$ cat src/rtl/instr_fetch_buffer.sv
// Instruction fetch stage: owns the PC, issues single-outstanding imem reads and
// buffers returned words in a small FIFO presented to decode via valid/ready.
module instr_fetch_buffer #(
    parameter int unsigned ADDR_W   = 32,
    parameter int unsigned DATA_W   = 32,
    parameter int unsigned DEPTH    = 2,
    parameter logic [ADDR_W-1:0] RESET_PC = '0,
    parameter int unsigned PC_STEP  = 4
) (
    input  logic                       clk,
    input  logic                       rst_n,
    output logic                       imem_req,
    output logic [ADDR_W-1:0]          imem_addr,
    input  logic                       imem_gnt,
    input  logic                       imem_rvalid,
    input  logic [DATA_W-1:0]          imem_rdata,
    input  logic                       redirect,
    input  logic [ADDR_W-1:0]          redirect_pc,
    output logic                       id_valid,
    input  logic                       id_ready,
    output logic [DATA_W-1:0]          id_instr,
    output logic [ADDR_W-1:0]          id_pc,
    output logic [5:0]                 id_opcode,
    output logic [$clog2(DEPTH):0]     fifo_count
);

    localparam int unsigned PW = $clog2(DEPTH);
    localparam int unsigned CW = PW + 1;
    localparam logic [CW-1:0] DEPTH_C = CW'(DEPTH);
    localparam logic [ADDR_W-1:0] STEP_C = ADDR_W'(PC_STEP);

    localparam logic [1:0] ST_REQ  = 2'd0;
    localparam logic [1:0] ST_WAIT = 2'd1;
    localparam logic [1:0] ST_DROP = 2'd2;

    logic [1:0]        state_q, state_d;
    logic [ADDR_W-1:0] pc_q, pc_d;
    logic [ADDR_W-1:0] req_pc_q, req_pc_d;
    logic [CW-1:0]     count_q, count_d;
    logic [PW-1:0]     rd_ptr_q, rd_ptr_d;
    logic [PW-1:0]     wr_ptr_q, wr_ptr_d;

    logic [DATA_W-1:0] instr_mem_q [DEPTH];
    logic [ADDR_W-1:0] pc_mem_q    [DEPTH];

    logic handshake;
    logic push;
    logic pop;

    assign imem_req   = rst_n & (state_q == ST_REQ) & (count_q < DEPTH_C);
    assign imem_addr  = pc_q;
    assign id_valid   = rst_n & ~redirect & (count_q != '0);
    assign id_instr   = instr_mem_q[rd_ptr_q];
    assign id_pc      = pc_mem_q[rd_ptr_q];
    assign id_opcode  = id_instr[31:26];
    assign fifo_count = count_q;

    assign handshake = imem_req & imem_gnt;
    assign pop       = id_valid & id_ready;

    always_comb begin
        state_d  = state_q;
        pc_d     = pc_q;
        req_pc_d = req_pc_q;
        rd_ptr_d = rd_ptr_q;
        wr_ptr_d = wr_ptr_q;
        push     = 1'b0;

        case (state_q)
            ST_REQ: begin
                if (handshake) begin
                    req_pc_d = pc_q;
                    pc_d     = pc_q + STEP_C;
                    state_d  = ST_WAIT;
                end
            end
            ST_WAIT: begin
                if (imem_rvalid) begin
                    push    = 1'b1;
                    state_d = ST_REQ;
                end
            end
            ST_DROP: begin
                if (imem_rvalid) begin
                    state_d = ST_REQ;
                end
            end
            default: state_d = ST_REQ;
        endcase

        if (push) wr_ptr_d = wr_ptr_q + PW'(1);
        if (pop)  rd_ptr_d = rd_ptr_q + PW'(1);

        case ({push, pop})
            2'b10:   count_d = count_q + CW'(1);
            2'b01:   count_d = count_q - CW'(1);
            default: count_d = count_q;
        endcase

        // Redirect flushes everything; any response still owed by memory must be
        // absorbed in DROP. A response arriving in DROP this cycle is the owed one.
        if (redirect) begin
            pc_d     = redirect_pc;
            count_d  = '0;
            rd_ptr_d = '0;
            wr_ptr_d = '0;
            push     = 1'b0;
            case (state_q)
                ST_REQ:  state_d = handshake   ? ST_DROP : ST_REQ;
                ST_WAIT: state_d = imem_rvalid ? ST_REQ  : ST_DROP;
                ST_DROP: state_d = imem_rvalid ? ST_REQ  : ST_DROP;
                default: state_d = ST_REQ;
            endcase
        end
    end

    always_ff @(posedge clk) begin
        if (!rst_n) begin
            state_q  <= ST_REQ;
            pc_q     <= RESET_PC;
            req_pc_q <= '0;
            count_q  <= '0;
            rd_ptr_q <= '0;
            wr_ptr_q <= '0;
        end else begin
            state_q  <= state_d;
            pc_q     <= pc_d;
            req_pc_q <= req_pc_d;
            count_q  <= count_d;
            rd_ptr_q <= rd_ptr_d;
            wr_ptr_q <= wr_ptr_d;
        end
    end

    always_ff @(posedge clk) begin
        if (rst_n && push) begin
            instr_mem_q[wr_ptr_q] <= imem_rdata;
            pc_mem_q[wr_ptr_q]    <= req_pc_q;
        end
    end

endmodule

$ cat config.mk
export PLATFORM = sky130hd
export DESIGN_NAME = instr_fetch_buffer
export DESIGN_NICKNAME = d
export VERILOG_FILES = /design/src/rtl/instr_fetch_buffer.sv
export SDC_FILE = /design/constraint.sdc
export NUM_CORES = 1
export LEC_CHECK = 0
export ABC_CLOCK_PERIOD_IN_PS = 7100
export CORE_MARGIN = 2
export CORE_UTILIZATION = 48
export DETAILED_ROUTE_END_ITERATION = 12
export PLACE_DENSITY_LB_ADDON = 0.25
export SLEW_MARGIN = 20
export SYNTH_ARGS = -nofsm -noshare
export SYNTH_HDL_FRONTEND = slang
export SYNTH_SLANG_ARGS = --single-unit
$ cat constraint.sdc
create_clock -name clk -period 7.1 [get_ports clk]
set_clock_uncertainty 0.2 [all_clocks]
set_input_delay 0.71 -clock clk [delete_from_list [all_inputs] [get_ports clk]]
set_output_delay 0.71 -clock clk [all_outputs]
set_load 0.01 [all_outputs]
Yosys cells after proc, flatten, opt, wreduce, memory -nomap -nowiden
Memories as Yosys holds them, arrays and structs flattened. A register that Yosys moved wholly into a read port is not among the register bits.
Index checks and enable logic that the tools add are counted.
- $add $sub $neg: 5
- equal/unequal tests: 6
- mux-type cells: 20
- $lt $le $gt $ge: 1
- reduce and logical (&&, ||, !) cells: 11
- bitwise gates (word level): 8
- operator list (cell ; count):
    32-bit 2-to-1 mux ; 3
    32-bit by 3-bit adder with 32-bit output (second input constant) ; 1
    2-bit case mux with 2 select lines ; 3
    2-bit 2-to-1 mux ; 5
    1-bit 2-to-1 mux ; 9
    2-bit nonzero test ; 4
    1-bit bitwise AND ; 6
    2-bit AND reduction ; 3
    2-bit by 1-bit equality test with 1-bit output (second input constant) ; 2
    2-bit equality test (second input constant) ; 2
    2-bit OR reduction ; 2
    3-bit by 1-bit != test with 1-bit output (second input constant) ; 1
    3-bit != test (second input constant) ; 1
    1-bit adder (second input constant) ; 2
    2-bit by 1-bit adder with 2-bit output (second input constant) ; 1
    2-bit zero test ; 1
    2-bit less-than comparator (second input constant) ; 1
    1-bit NOT ; 2
    2-bit by 1-bit subtractor with 2-bit output (second input constant) ; 1
    1-bit logical AND ; 1
- logic and storage cells: 59
- bits in registers: 70
- bits of input ports: 70
- memory bits (writable): 128
- memories kept: 2
- output and inout bits: 106
- memories (name ; depth ; bits a word ; read ports ; clocked after Yosys merged registers in ; write ports ; line ; RTL):
    instr_mem_q ; 2 ; 32 ; 1 ; 1 ; 1 ; 43 ; logic [DATA_W-1:0] instr_mem_q [DEPTH];
    pc_mem_q ; 2 ; 32 ; 1 ; 1 ; 1 ; 44 ; logic [ADDR_W-1:0] pc_mem_q [DEPTH];

Depth between registers and ports, before layout
Gate-level depths: netlist (run 1).
- depth in word-level cells: 7
- gate-level depth with buffers: 8
- gate-level depth less buffers: 7

Worst setup path after synthesis (run 1)
OpenSTA, ideal clock, no wires.
- kind: input -> register
- start point: in rst_n
- end point: mem instr_mem_q[0][0] (enable)
- arrival time: 5493 ps
- setup slack: 843 ps
- cell stages on the path: 4
- path buffers: 2
- setup time: 565 ps
- cell sequence: buf_6 nand2b_1 clkbuf_1 nor3_1
- longest elaborated chain between the ends: 3
- RTL lines (what ; line ; RTL):
    start: declaration ; 11 ; input logic rst_n,
    1-bit logical AND ; 136 ; if (rst_n && push) begin
    1-bit 2-to-1 mux ; 136 ;
    1-bit 2-to-1 mux (implied by the code) ; 137 ; instr_mem_q[wr_ptr_q] <= imem_rdata;
    end: declaration ; 43 ;
Every way passes these cells.

Worst setup path in the final report (run 1)
- start point: in rst_n
- end point: out imem_req
- longest elaborated chain between the ends: 2
- RTL lines (what ; line ; RTL):
    1-bit bitwise AND (2 in series) ; 50 ; assign imem_req = rst_n & (state_q == ST_REQ) & (count_q < DEPTH_C);
    end: declaration ; 12 ; output logic imem_req,
Every way passes these cells.

==> metrics.md, run 1 <==
| Metric | Value |
|---|---|
| Outcome | finished, final reports clean |
| Per-cell routed wire length | 17.4 µm |
| Die outline width | 134 µm |
| Critical Path Slowest Stage Cell | sky130_fd_sc_hd__clkdlybuf4s50_1 |
| Clock latency at the later pin of the worst-skew pair | 0.43 ns |
| Via/cell ratio | 5.45 |
| Number of enable flip-flop cells after synthesis | 128 |
| Number of maximum-capacitance violations | 0 |
| Number of nets in the final layout | 863 |
| Post CTS Setup Buffer Count | 0 |
| Areal power density over the cells | 222 mW/mm² |
| Vias in the first global route | 5507 |
| Sequential group share of total power | 55.1% |
| Placement Rows | 47 |
| FF-to-FF setup slack | 4.66 ns |
| R2R depth | 7 |
| Post-synth top flop | sky130_fd_sc_hd__edfxtp_1 |
| Crit-path max cell delay | 0.57 ns |
| Max Buffers Root-to-Sink | 2 |
| Vertical die dimension | 134 µm |
| CTS H-tree lvls | 4 |
| Count of distinct cell types in the synthesized netlist | 56 |
| Tcrit/Tclk final | 50.3% |
| Hold Path Depth | 0 |
| FF-to-FF Start | state_q[1] |
| Data arrival time of the critical path | 2.66 ns |
| Summed negative setup slack over all endpoints | 0 ns |
| I/O pin total | 176 |
| Buffer type at the clock tree root | sky130_fd_sc_hd__clkbuf_16 |
| Clock-pin slew reported for the worst setup and hold paths after clock tree synthesis | 0.07 ns |
| Flip-flop and latch count after synthesis | 199 |
| Path category of the worst min-delay check | reg -> reg |
| Synthesized area divided by synthesized cell count | 12.8 µm² |
| Pin count of the biggest net entering global routing | 65 |
| Wirelength, routed | 17700 µm |
| CTS buffer count | 17 |
| Final critical-path required period | 3.57 ns |
| Number of antenna cells inserted | 0 |
| Type of element launching the critical path | input pin |
| Final-report hold violation count | 0 |
| Post-synthesis sequential area ratio | 65.4% |
| Share of synthesized flip-flops with an asynchronous set or reset | 0% |
| Ranking of synthesized cells by area | sky130_fd_sc_hd__edfxtp_1 48%, sky130_fd_sc_hd__dfxtp_1 18%, sky130_fd_sc_hd__mux2_2 9.0% |
| Final core utilization | 63.6% |
| Synth-to-Final Area Change | 30.1% |
| Combinational power share | 6.9% |
| Total congestion overflow after global routing | 0 |
| Count of endpoints failing setup in the final report | 0 |
| Slew at the pin closest to its max-slew limit | 0.893 ns |
| Total leakage power | 3.37 nW |
| Die Outline Area | 0.0178 mm² |
| Top cell type's share of synthesized area | 47.7% |
| Cell count after synthesis | 630 |
| Count of yosys warnings during synthesis | 0 |
| Slew Viols, Final | 0 |
| Placed Area | 0.00992 mm² |
| Hold path startpoint | req_pc_q[29] |
| Internal Power | 0.00181 W |
| Port Buffers | 175 |
| Endpoint of the worst hold-timing path | pc_mem_q[1][29] |
| TritonCTS clock tree | yes |
| Largest vdd supply drop | 0.180 mV |
| Total of cells resized after clock tree synthesis | 0 |
| Switching share of total power | 22.4% |
| Worst hold margin | 0.254 ns |
| Switching power total | 0.000520 W |
| Final ANT Viol Nets | 0 |
| Hold-fix buffers, CTS | 0 |
| Kind of end point of the critical path | output port |
| All-layer global routing usage | 20.2% |
| Post-detail-place hpwl | 11700 µm |
| Clock network fraction of design power | 38.0% |
| Critical path's most frequent cell | sky130_fd_sc_hd__clkdlybuf4s50_1 |
| Required arrival time at the worst endpoint | 6.19 ns |
| Clock Sinks | 199 |
| Cell type contributing the most total cell area after synthesis | sky130_fd_sc_hd__edfxtp_1 |
| Drt first-iter violations | 338 |
| Antenna violations before repair | 0 |
| Category of the critical setup timing path | in -> out |
| Detailed Routing Iterations Pass 1 | 5 |
| Vias | 5564 |
| Destination of the worst register-to-register timing path | imem_addr[22] |
| Share of layout cells above drive strength 1 | 14.4% |
| RSZ-0062 raised after global routing | no |
| Global placer's final weighted congestion | 0.867 |
| Remaining max-slew budget at the tightest pin | 40.5% |
| Maximum operating frequency | 0.280 GHz |
| Global-route wire length before repair | 28000 µm |
| Cell area after synthesis | 0.00805 mm² |
| Area of the core | 0.0165 mm² |
| Syn_nets | 705 |
| Maximum fanout encountered on the critical timing path | 45 |
| Initial standard-cell utilization of the core | 48.9% |
| Crit-path cells | clkdlybuf4s50_1 -> buf_4 -> inv_2 -> nor3b_1 -> clkdlybuf4s50_1 |
| Worst setup path start | rst_n |
| Drt drc | 0 |
| Final Instance Area | 0.0105 mm² |
==> cell type report <==
class | count | area (µm²)
sequential | 199 | 5270
tap | 220 | 275
timing repair buffer | 181 | 1800
inverter | 8 | 30.0
clock inverter | 13 | 97.6
fill | 1231 | 5990
multi-input combinational | 381 | 2550
clock buffer | 19 | 453
==> through the flow <==
| step | total power, W | instances | setup WS (ns) |
|---|---|---|---|
| 6_report | 0.00233 | 1021 | 3.53 |
| 5_1_grt | 0.00240 | 1021 | 3.41 |
| 4_1_cts | 0.00234 | 1021 | 3.53 |
| 3_5_place_dp | 0.00147 | 989 | 3.55 |
| 3_3_place_gp | 0.00146 | 989 | 3.53 |
| 2_1_floorplan | 0.00137 | 630 | 0.843 |
==> layer usage <==
metal	track usage, %	vias to the layer above	part of all wire [%]
met5	0	-	0
met4	9.46	0	2.6
met3	4.60	32	6.9
met2	33.2	239	48
met1	25.7	2627	42
li1	-	2666	-
==> cell usage in the layout (no fill, tap or decap), types with 6 or more instances in the layout <==
cell type and instances:
sky130_fd_sc_hd__xor2_1 6, sky130_fd_sc_hd__edfxtp_1 128, sky130_fd_sc_hd__nand2_1 89, sky130_fd_sc_hd__xnor2_1 7, sky130_fd_sc_hd__and3_1 6, sky130_fd_sc_hd__mux2_2 64
sky130_fd_sc_hd__a21oi_1 41, sky130_fd_sc_hd__clkbuf_16 17, sky130_fd_sc_hd__o21ai_0 22, sky130_fd_sc_hd__buf_4 6, sky130_fd_sc_hd__clkdlybuf4s50_1 175, sky130_fd_sc_hd__nor2_1 18
sky130_fd_sc_hd__dfxtp_1 70, sky130_fd_sc_hd__or4_1 13, sky130_fd_sc_hd__a31oi_1 12, sky130_fd_sc_hd__nand4_1 13, sky130_fd_sc_hd__inv_1 7, sky130_fd_sc_hd__nand3_1 13
sky130_fd_sc_hd__o31ai_1 11
==> power groups by stage <==
| stage | Combinational, W | Clock, W | Sequential [W] |
|---|---|---|---|
| 3_3_place_gp | 0.000154 | 0 | 0.00131 |
| 3_5_place_dp | 0.000159 | 0 | 0.00131 |
| 4_1_cts | 0.000160 | 0.000902 | 0.00128 |
| 5_1_grt | 0.000173 | 0.000945 | 0.00129 |
| 2_1_floorplan | 0.0000661 | 0 | 0.00130 |
| 6_report | 0.000160 | 0.000884 | 0.00128 |
==> logic make-up (layout without fill, tap and decap cells) <==
group / after synthesis / in the layout / share of synthesized area, %
adders and majority gates: 5 / 5 / 0.777
and+or+nand+nor: 190 / 190 / 12.0
DFF: 199 / 199 / 65.4
AOI/OAI and AO/OA: 106 / 106 / 8.03
buffers and inverters: 50 / 221 / 3.06
muxes: 67 / 67 / 9.32
xor gates and xnor gates: 13 / 13 / 1.41
==> Yosys cell counts, drive strengths merged (2+ instances only) <==
| cell type | number |
|---|---|
| a211oi | 2 |
| a21oi | 41 |
| a221o | 2 |
| a311oi | 4 |
| a31oi | 12 |
| and2 | 4 |
| and3 | 6 |
| and4 | 5 |
| buf | 14 |
| clkbuf | 27 |
| dfxtp | 71 |
| edfxtp | 128 |
| ha | 5 |
| inv | 8 |
| mux2 | 64 |
| mux2i | 3 |
| nand2 | 89 |
| nand3 | 13 |
| nand4 | 14 |
| nor2 | 18 |
| nor3 | 6 |
| nor4 | 5 |
| o211a | 2 |
| o211ai | 5 |
| o21ai | 22 |
| o31ai | 11 |
| or3 | 6 |
| or4 | 14 |
| xnor2 | 7 |
| xor2 | 6 |
==> critical path: cells and delay by family <==
kind                   cells  cell delay, ns
AND/OR/NAND/NOR            1            0.28
buffers and inverters      4            1.65
==> flip-flops by register name, indices dropped and copies added, names as in the netlist, named ones only <==
name / cells
fifo_count: 2
imem_addr: 32
instr_mem_q: 64
pc_mem_q: 64
rd_ptr_q: 1
req_pc_q: 32
state_q: 2
wr_ptr_q: 1
==> worst max path at each step <==
| stage | end | slack [ns] | cells after the start |
|---|---|---|---|
| finish | imem_req | 3.53 | 5 |
| global route | imem_req | 3.41 | 5 |
| CTS | imem_req | 3.53 | 5 |
| detailed placement | imem_req | 3.55 | 5 |
| global placement | imem_req | 3.53 | 5 |
| floorplan | instr_mem_q[0][0] | 0.84 | 4 |
Power figures use the tool's default switching activity.
==> run 2: changes to the inputs <==
ABC_CLOCK_PERIOD_IN_PS = 3100   (was 7100)
CORE_UTILIZATION = 46   (was 48)
clock period = 3.1 ns   (was 7.1 ns; I/O delays follow)
==> run 2 against run 1 <==
  * Final cell count increased by 1.1%
  * Wire length increased by 6.0%
  * Total power increased by 140%
  * Sequential share of layout area decreased by 0.86 points
  * Largest cell class unchanged
==> metrics.md, run 2 (same netlist as run 1, synthesis figures left out) <==
| Metric | Value |
|---|---|
| Combinational power share | 6.8% (was 6.9%) |
| Initial standard-cell utilization of the core | 46.9% (was 48.9%) |
| Detailed Routing Iterations Pass 1 | 4 (was 5) |
| Global-route wire length before repair | 29200 µm (was 28000 µm) |
| TritonCTS clock tree | yes (unchanged) |
| Category of the critical setup timing path | in -> out (unchanged) |
| Type of element launching the critical path | input pin (unchanged) |
| Tcrit/Tclk final | 87.7% |
| Hold-fix buffers, CTS | 0 (unchanged) |
| All-layer global routing usage | 20.7% (was 20.2%) |
| Vertical die dimension | 136 µm (was 134 µm) |
| Buffer type at the clock tree root | sky130_fd_sc_hd__clkbuf_16 (unchanged) |
| Clock Sinks | 199 (unchanged) |
| Port Buffers | 175 (unchanged) |
| Total power | 0.00560 W (was 0.00233 W) |
| Clock network fraction of design power | 40.7% (was 38.0%) |
| Post CTS Setup Buffer Count | 0 (unchanged) |
| RSZ-0062 raised after global routing | no (unchanged) |
| Leading registers by flop count | instr_mem_q x64, pc_mem_q x64 (unchanged) |
| Final ANT Viol Nets | 0 (unchanged) |
| Summed negative setup slack over all endpoints | 0 ns (unchanged) |
| Areal power density over the cells | 525 mW/mm² (was 222 mW/mm²) |
| Pin count of the biggest net entering global routing | 65 (unchanged) |
| Placement Rows | 48 (was 47) |
| Worst hold margin | 0.255 ns (was 0.254 ns) |
| Maximum fanout encountered on the critical timing path | 14 (was 45) |
| Clock-pin slew reported for the worst setup and hold paths after clock tree synthesis | 0.07 ns (about the same) |
| Commonest cells after routing, fill and taps aside | 175 x sky130_fd_sc_hd__clkdlybuf4s50_1, 128 x sky130_fd_sc_hd__edfxtp_1, 89 x sky130_fd_sc_hd__nand2_1, 70 x sky130_fd_sc_hd__dfxtp_1, 64 x sky130_fd_sc_hd__mux2_2 (unchanged) |
| I/O pin total | 176 (unchanged) |
| Antenna violations before repair | 0 (unchanged) |
| Number of antenna cells inserted | 0 (unchanged) |
| CTS buffer count | 17 (unchanged) |
| Internal Power | 0.00443 W (was 0.00181 W) |
| Die outline width | 136 µm (was 134 µm) |
| Kind of end point of the critical path | output port (unchanged) |
| Switching share of total power | 20.9% (was 22.4%) |
| CTS H-tree lvls | 4 (unchanged) |
| Slew Viols, Final | 0 (unchanged) |
| Final-report hold violation count | 0 (unchanged) |
| Number of maximum-capacitance violations | 0 (unchanged) |
| Maximum operating frequency | 0.368 GHz |
| Path category of the worst min-delay check | reg -> reg (unchanged) |
| Share of layout cells above drive strength 1 | 14.5% (was 14.4%) |
| Vias | 5656 (was 5564) |
| Synth-to-Final Area Change | 32.3% (was 30.1%) |
| Area of the core | 0.0172 mm² (was 0.0165 mm²) |
| Clock latency at the later pin of the worst-skew pair | 0.42 ns (was 0.43 ns) |
| Via/cell ratio | 5.48 (was 5.45) |
| Required arrival time at the worst endpoint | 2.59 ns (was 6.19 ns) |
| Drt first-iter violations | 385 (was 338) |
| Sequential group share of total power | 52.5% (was 55.1%) |
| Drt drc | 0 (unchanged) |
| Total of cells resized after clock tree synthesis | 0 (unchanged) |
| Number of nets in the final layout | 869 (was 863) |
| Largest vdd supply drop | 0.391 mV (was 0.180 mV) |
| Remaining max-slew budget at the tightest pin | 64.0% (was 40.5%) |
| Global placer's final weighted congestion | 0.826 (was 0.867) |
| Total congestion overflow after global routing | 0 (unchanged) |
| Per-cell routed wire length | 18.2 µm (was 17.4 µm) |
| Count of endpoints failing setup in the final report | 0 (unchanged) |
| Switching power total | 0.00117 W (was 0.000520 W) |
| Max Buffers Root-to-Sink | 2 (unchanged) |
| Slew at the pin closest to its max-slew limit | 0.538 ns (was 0.893 ns) |
| Wirelength, routed | 18800 µm (was 17700 µm) |
| Post-detail-place hpwl | 12500 µm (was 11700 µm) |
| Die Outline Area | 0.0186 mm² (was 0.0178 mm²) |
| Total leakage power | 3.44 nW (was 3.37 nW) |
| Outcome | finished, final reports clean (unchanged) |
| Vias in the first global route | 5621 (was 5507) |
| Data arrival time of the critical path | 2.21 ns (was 2.66 ns) |
| Final critical-path required period | 2.72 ns |
| Most common library cell in the layout ignoring fill and taps | sky130_fd_sc_hd__clkdlybuf4s50_1 (unchanged) |
run 2: final cells by class:
class | count | area (µm²)
Fill cell | 1333 | 6520
Sequential cell | 199 | 5270
Multi-Input combinational cell | 381 | 2560
Timing Repair Buffer | 187 | 1880
Clock buffer | 25 | 529
Tap cell | 225 | 282
Clock inverter | 7 | 103
Inverter | 8 | 30.0
run 2: metrics by stage:
step / util, % / instances / setup slack (ns) / instance area, µm²
finish: 62.0 / 1032 / 0.380 / 10700
floorplan: - / 630 / -0.765 / 8060
detailed placement: 58.3 / 1000 / 0.288 / 10000
CTS: 62.0 / 1032 / 0.394 / 10700
global route: 62.0 / 1032 / 0.274 / 10700
global placement: 58.3 / 1000 / 0.380 / 10000
run 2: critical path, cell delays in order:
cell,delay [ns]
sky130_fd_sc_hd__clkdlybuf4s50_1,0.81
sky130_fd_sc_hd__buf_4,0.30
sky130_fd_sc_hd__inv_2,0.05
sky130_fd_sc_hd__nor3b_1,0.18
sky130_fd_sc_hd__clkdlybuf4s50_1,0.56
run 2: path summary, 6_finish.rpt:
check             slack [ns]             end  cells after the start          from
hold reg to reg         0.26  pc_mem_q[1][2]                      0   req_pc_q[2]
hold / removal          0.26  pc_mem_q[1][2]                      0   req_pc_q[2]
setup reg to reg        0.70   imem_addr[24]                      5  imem_addr[2]
setup / recovery        0.38        imem_req                      5         rst_n
run 2: power groups by stage:
stage	registers (W)	clock network (W)	logic, W
global placement	0.00299	0	0.000370
finish	0.00294	0.00228	0.000380
floorplan	0.00298	0	0.000152
global route	0.00294	0.00242	0.000412
detailed placement	0.00299	0	0.000377
CTS	0.00294	0.00232	0.000381
run 2: layer usage:
metal / share of wire [%] / track usage, % / wire length, µm
met5: 0 / 0 / 0
met4: 1.4 / 7.75 / 265
met3: 6.5 / 4.70 / 1220
met2: 48 / 33.9 / 9080
met1: 44 / 26.8 / 8240
